## src/rtl/sipo_pkg.sv

```systemverilog
// Shared types and sizing helpers for the sipo serial-in parallel-out receiver.
// Imported by sipo and sipo_gap_timer.
package sipo_pkg;

    typedef enum logic {
        IDLE = 1'b0,
        RECV = 1'b1
    } sipo_state_t;

    localparam int SIPO_DEFAULT_WIDTH = 8;

    // Wide enough to hold every count from 0 up to and including width.
    function automatic int sipo_cnt_width(input int width);
        return $clog2(width + 1);
    endfunction

endpackage

```

## src/rtl/sipo_gap_timer.sv

```systemverilog
// Counts consecutive idle cycles inside a partial word for sipo.
// Only instantiated when SIPO_TIMEOUT_EN is defined.
module sipo_gap_timer
    import sipo_pkg::*;
#(
    parameter int TIMEOUT_CYCLES = 16
) (
    input  logic clk,
    input  logic rst,
    input  logic enable,
    input  logic clear,
    output logic expired
);

    localparam int GapW = sipo_cnt_width(TIMEOUT_CYCLES);
    localparam logic [GapW-1:0] LastGap = GapW'(TIMEOUT_CYCLES - 1);

    logic [GapW-1:0] gap_cnt;

    always_ff @(posedge clk) begin
        if (rst) begin
            gap_cnt <= '0;
        end else if (clear) begin
            gap_cnt <= '0;
        end else if (enable) begin
            gap_cnt <= gap_cnt + 1'b1;
        end
    end

    // Fires on the idle cycle whose increment brings the count to TIMEOUT_CYCLES.
    assign expired = enable && (gap_cnt == LastGap);

endmodule

```

## src/rtl/sipo.sv

```systemverilog
// Serial-in parallel-out receiver: assembles DATA_WIDTH bits MSB-first and strobes valid_out.
// Define SIPO_TIMEOUT_EN to discard partial words after TIMEOUT_CYCLES idle cycles.
module sipo
    import sipo_pkg::*;
#(
    parameter int DATA_WIDTH     = SIPO_DEFAULT_WIDTH,
    parameter int TIMEOUT_CYCLES = 16
) (
    input  logic                  clk,
    input  logic                  rst,
    input  logic                  data_in,
    input  logic                  valid_in,
    output logic [DATA_WIDTH-1:0] data_out,
    output logic                  valid_out,
    output logic                  busy,
    output logic                  timeout_err
);

    localparam int CntW = sipo_cnt_width(DATA_WIDTH);
    localparam logic [CntW-1:0] LastBit = CntW'(DATA_WIDTH - 1);

    sipo_state_t           state;
    logic [DATA_WIDTH-1:0] shift_reg;
    logic [CntW-1:0]       bit_cnt;
    logic [DATA_WIDTH-1:0] next_shift;
    logic                  gap_expired;

    assign next_shift = {shift_reg[DATA_WIDTH-2:0], data_in};

`ifdef SIPO_TIMEOUT_EN
    sipo_gap_timer #(
        .TIMEOUT_CYCLES(TIMEOUT_CYCLES)
    ) u_gap_timer (
        .clk    (clk),
        .rst    (rst),
        .enable (state == RECV && !valid_in),
        .clear  (valid_in || state == IDLE),
        .expired(gap_expired)
    );

    always_ff @(posedge clk) begin
        if (rst) begin
            timeout_err <= 1'b0;
        end else begin
            timeout_err <= gap_expired;
        end
    end
`else
    assign gap_expired = 1'b0;
    assign timeout_err = 1'b0;
`endif

    always_ff @(posedge clk) begin
        if (rst) begin
            state     <= IDLE;
            shift_reg <= '0;
            bit_cnt   <= '0;
            data_out  <= '0;
            valid_out <= 1'b0;
            busy      <= 1'b0;
        end else begin
            valid_out <= 1'b0;
            case (state)
                IDLE: begin
                    if (valid_in) begin
                        shift_reg <= next_shift;
                        bit_cnt   <= CntW'(1);
                        state     <= RECV;
                        busy      <= 1'b1;
                    end
                end
                RECV: begin
                    if (valid_in) begin
                        shift_reg <= next_shift;
                        if (bit_cnt == LastBit) begin
                            // Completing edge: publish the word and be ready for the next bit at once.
                            data_out  <= next_shift;
                            valid_out <= 1'b1;
                            bit_cnt   <= '0;
                            state     <= IDLE;
                            busy      <= 1'b0;
                        end else begin
                            bit_cnt <= bit_cnt + 1'b1;
                        end
                    end else if (gap_expired) begin
                        shift_reg <= '0;
                        bit_cnt   <= '0;
                        state     <= IDLE;
                        busy      <= 1'b0;
                    end
                end
                default: begin
                    state <= IDLE;
                end
            endcase
        end
    end

endmodule
```

## config.mk

```make
export PLATFORM = sky130hd
export DESIGN_NAME = sipo
export DESIGN_NICKNAME = d
export VERILOG_FILES = /design/src/rtl/sipo_pkg.sv /design/src/rtl/sipo_gap_timer.sv /design/src/rtl/sipo.sv
export SDC_FILE = /design/constraint.sdc
export NUM_CORES = 1
export LEC_CHECK = 0
export ABC_AREA = 1
export CAP_MARGIN = 5
export CORE_MARGIN = 2
export CORE_UTILIZATION = 53
export CTS_CLUSTER_SIZE = 10
export DETAILED_ROUTE_END_ITERATION = 8
export PLACE_DENSITY = 0.8
export SETUP_SLACK_MARGIN = 0.15
export SLEW_MARGIN = 20
export SYNTH_ARGS = -nofsm -noshare
export SYNTH_HDL_FRONTEND = slang
export SYNTH_SLANG_ARGS = --single-unit
```

## constraint.sdc

```tcl
create_clock -name clk -period 1.9 [get_ports clk]
set_clock_uncertainty 0.1 [all_clocks]
set_input_delay 0.38 -clock clk [delete_from_list [all_inputs] [get_ports clk]]
set_output_delay 0.38 -clock clk [all_outputs]
set_load 0.02 [all_outputs]
```

# ---- After elaboration in Yosys (flattened, before gate mapping)
# Cells that the tools add are included.
dict set report word_totals {
  reg_bits 22
  inputBits 4
  out_inout_bits 11
}
dict set report classes {
  n_addsub 1
  n_eq_ne 4
  muxes 14
  bitwise_logic 2
  n_reduce_logical 4
}
# operator count
set ops {}
lappend ops {{$mux W4} 3}
lappend ops {{$pmux W4 S2} 1}
lappend ops {{$mux W1} 7}
lappend ops {{$mux W7} 1}
lappend ops {{$reduce_and A3 Y1} 2}
lappend ops {{$add A4 B1 Y4 const B} 1}
lappend ops {{$eq A4 B3 Y1 const B} 1}
lappend ops {{$ne A2 B2 Y1 const B} 2}
lappend ops {{$pmux W1 S2} 2}
lappend ops {{$reduce_or A3 Y1} 1}
lappend ops {{$ne A2 B1 Y1 const B} 1}
lappend ops {{$not A1 Y1} 2}
lappend ops {{$reduce_and A2 Y1} 1}

# ---- Logic depth before layout (Yosys ltp)
dict set report depth {
  ltp_word 4
  mapped_depth 6
  ltp_nobuf 6
}

# ---- Worst setup path after synthesis
# OpenSTA, ideal clock, no wires.
dict set report synth_path {
  path_type {reg2reg}
  start {register bit_cnt[1]}
  end {register data_out[0]}
  t_arrival_ns 0.973
  required_ns 1.741
  path_slack_ns 0.768
  stages_incl_launch_ff 6
  synth_period_minus_slack_ns 1.132
  cell_sequence {dfxtp_1 ha_1 inv_1 nor2_2 nand3_1 nand2_1}
}
dict set report synth_between {
  elab_chain_len 2
}
# item line_no
set synth_lines {}
lappend synth_lines {{start: declaration} sipo.sv:24} ;# logic [CntW-1:0] bit_cnt;
lappend synth_lines {{start signal: assignment} sipo.sv:67} ;# bit_cnt <= CntW'(1);
lappend synth_lines {{start signal: assignment} sipo.sv:83} ;# bit_cnt <= bit_cnt + 1'b1;
lappend synth_lines {{$eq A4 B3 Y1} sipo.sv:75} ;# if (bit_cnt == LastBit) begin
lappend synth_lines {{$reduce_and A3 Y1 (no line)} --}
lappend synth_lines {{end signal: assignment} sipo.sv:77} ;# data_out <= next_shift;
lappend synth_lines {{end: declaration} sipo.sv:13} ;# output logic [DATA_WIDTH-1:0] data_out,
# Every way passes these cells.
# A chain may end at the register's enable or synchronous reset.

# ---- Worst setup path after layout
dict set report layout_path {
  start {register valid_out}
  end {output port valid_out}
}
# item line_no
set layout_lines {}
lappend layout_lines {{start: declaration} sipo.sv:14} ;# output logic valid_out,
lappend layout_lines {{start signal: assignment} sipo.sv:59} ;# valid_out <= 1'b0;
lappend layout_lines {{start signal: assignment} sipo.sv:62} ;# valid_out <= 1'b0;
lappend layout_lines {{start signal: assignment} sipo.sv:78} ;# valid_out <= 1'b1;
# No word-level cell between the ends.

==> results.py <==
metrics = {
    "critical_path": {
        "worst_r2r_path_depth": 5,
        "worstPathMaxFanout": 1,
        "r2r_end": "data_out[5]",
        "cp-start-kind": "register",
        "path_buf_inv": 1,
        "rrSetupSlack_ns": 0.55,
        "r2r_start": "bit_cnt[0]",
        "worstPathArrival_ns": 1.23,
        "critical_path.max_stage_delay_ns": 0.59,
        "required_ns": 1.42,
        "end_kind": "primary output",
        "cp.depth": 1,
        "cp_cell_sequence": "clkdlybuf4s50_1",
        "cpLargestDelayFamily": "buffers and inverters",
        "slowest_stage": "clkdlybuf4s50_1",
        "crit_type": "register to primary output",
    },
    "timing": {
        "setup_viol": 0,
        "max_freq_ghz": 0.586,
        "rsz0062_at_grt": "false",
        "final_max_slew_viol_count": 0,
        "hold_viol": 0,
        "timing.final.crit_share_pct": 89.8,
        "layout_min_cycle_time_ns": 1.71,
        "finalSetupTns_ns": 0,
    },
    "global_routing": {
        "grt_start_max_net_pins": 17,
        "antenna_found_initial": 0,
        "groute.usage.overall_pct": 20.8,
        "grt_pass1_wl_mm": 2.91,
        "grt_pass1_vias": 706,
        "grt_overflow_total": 0,
    },
    "clock_network": {
        "cts_tree": "built",
        "cts_buffer_depth": 2,
        "numCtsBuffers": 3,
        "worstSkewPairLatency_ns": 0.31,
        "post_cts_buffers": 0,
        "cts_root_buf": "clkbuf_4",
        "clkTransAtPathRegs_ns": 0.12,
        "cts.sinks": 22,
        "h-tree-depth": 1,
    },
    "final_layout": {
        "layout.nets": 133,
        "largest_reg_flops": 8,
        "final_cell_area_um2": 1040,
        "num_antenna_cells": 0,
        "area_growth_pct": 22.3,
        "fin_util_pct": 68.8,
        "layout-drive-gt1-share_pct": 7.09,
        "final_cells": 143,
    },
    "yosys": {
        "syn_area_um2": 847,
        "netlist_instances": 112,
        "synth_cell_types": 14,
        "syn_nets": 117,
        "yosysWarnings": 0,
        "avgSynthCellArea_um2": 7.56,
        "synth_seq_cells": 22,
        "yosysSeqAreaShare_pct": 52.0,
    },
    "placed_design": {
        "placed_cells": 139,
        "place_hpwl_mm": 1.23,
        "postPlaceCellArea_um2": 987,
        "finalWeightedCongestion": 0.768,
        "portBuffers": 13,
    },
    "worst_hold_path": {
        "hold_class": "register to register",
        "min_path_cells": 2,
        "min_from": "busy",
        "hold_path_end": "busy",
    },
    "die": {
        "rows": 14,
        "core_um2": 1510,
        "initial_core_util_pct": 56.2,
        "die_h_um": 44.0,
        "io_pins": 15,
        "dieArea_um2": 1930,
        "dieWidth_um": 44.0,
    },
    "drt": {
        "routed_wirelength_mm": 1.78,
        "drtIter0Drc": 35,
        "viasPerCell": 5.36,
        "drt_first_pass_iters": 4,
        "vias": 767,
        "wire_per_inst_um": 12.5,
        "ant_nets": 0,
        "drc": 0,
    },
    "run": {
        "maxCapViolCount": 0,
    },
    "power_and_ir_drop": {
        "peakVddDrop_v": 0.000578,
        "leakage_nw": 0.516,
        "cellPowerDensity_nw_per_um2": 873,
    },
    "status": {
        "status": "complete, no violations",
    },
}
-- cell families after synthesis --
kind of cell	count (synthesis)	synth area share, %
buffers and inverters	11	5.61
AND/OR/NAND/NOR	64	32.8
other	1	0.443
adder cells (fa/ha/maj)	1	1.48
flip-flops	22	52.0
AO/OA/AOI/OAI	13	7.68
-- Yosys cell counts, drive strengths merged --
| master | instances | area, um2 |
|---|---|---|
| dfxtp | 22 | 440 |
| inv | 8 | 30.0 |
| o21ai | 10 | 50.1 |
| a21oi | 3 | 15.0 |
| buf | 3 | 17.5 |
| ha | 1 | 12.5 |
| nand3 | 20 | 105 |
| nor2 | 26 | 103 |
| conb | 1 | 3.75 |
| nand2 | 18 | 70.1 |
-- worst max path at each step --
stage	startpoint	endpoint	slack, ns
floorplan	bit_cnt[1]	data_out[0]	0.77
global placement	valid_in	bit_cnt[0]	0.16
detailed placement	valid_in	bit_cnt[0]	0.11
CTS	data_out[1]	data_out[1]	0.15
global route	valid_out	valid_out	0.16
finish	valid_out	valid_out	0.19
-- cell type report --
cell class	instances	area (um2)
Fill cell	129	470
Timing Repair Buffer	14	134
Inverter	8	30.0
Clock buffer	3	22.5
Tap cell	16	20.0
Sequential cell	22	440
Multi-Input combinational cell	79	359
Clock inverter	1	30.0
-- per-layer routing --
metal | global-route usage (%) | up-vias | part of all wire (%)
met5 | 0 | - | 0
met4 | 10.9 | 0 | 2.0
met3 | 2.50 | 5 | 5.9
met2 | 34.1 | 27 | 47
met1 | 26.7 | 345 | 45
li1 | - | 390 | -
-- repair_timing --
action                                  CTS  global route
hold buffers                              0             0
gates resized for setup                   7             2
endpoints found under the setup margin    7             2
-- stage by stage --
stage | hold WS (ns) | setup slack (ns) | total power [mW]
global route | 0.396 | 0.157 | 0.929
CTS | 0.375 | 0.152 | 0.908
detailed placement | 0.357 | 0.115 | 0.557
floorplan | 0.344 | 0.768 | 0.534
finish | 0.368 | 0.194 | 0.905
global placement | 0.347 | 0.160 | 0.554
-- cell usage in the layout (no fill, tap or decap) --
cell and count:
nor2_1 24, dfxtp_1 22, nand3_1 19, nand2_1 17, o21ai_0 10, inv_1 8
dlygate4sd2_1 7, clkdlybuf4s50_1 4, a21oi_1 3, clkbuf_4 3, nor2_2 2, dlymetal6s2s_1 2
nand2_2 1, nand3_2 1, ha_1 1, conb_1 1, bufinv_16 1, buf_4 1
-- where the power goes --
part | switching (mW) | internal (mW) | total (mW)
Clock | 0.144 | 0.213 | 0.357
Combinational | 0.0365 | 0.0217 | 0.0583
Sequential | 0.0131 | 0.476 | 0.489
Note: power is estimated with default switching activity, not from simulation.
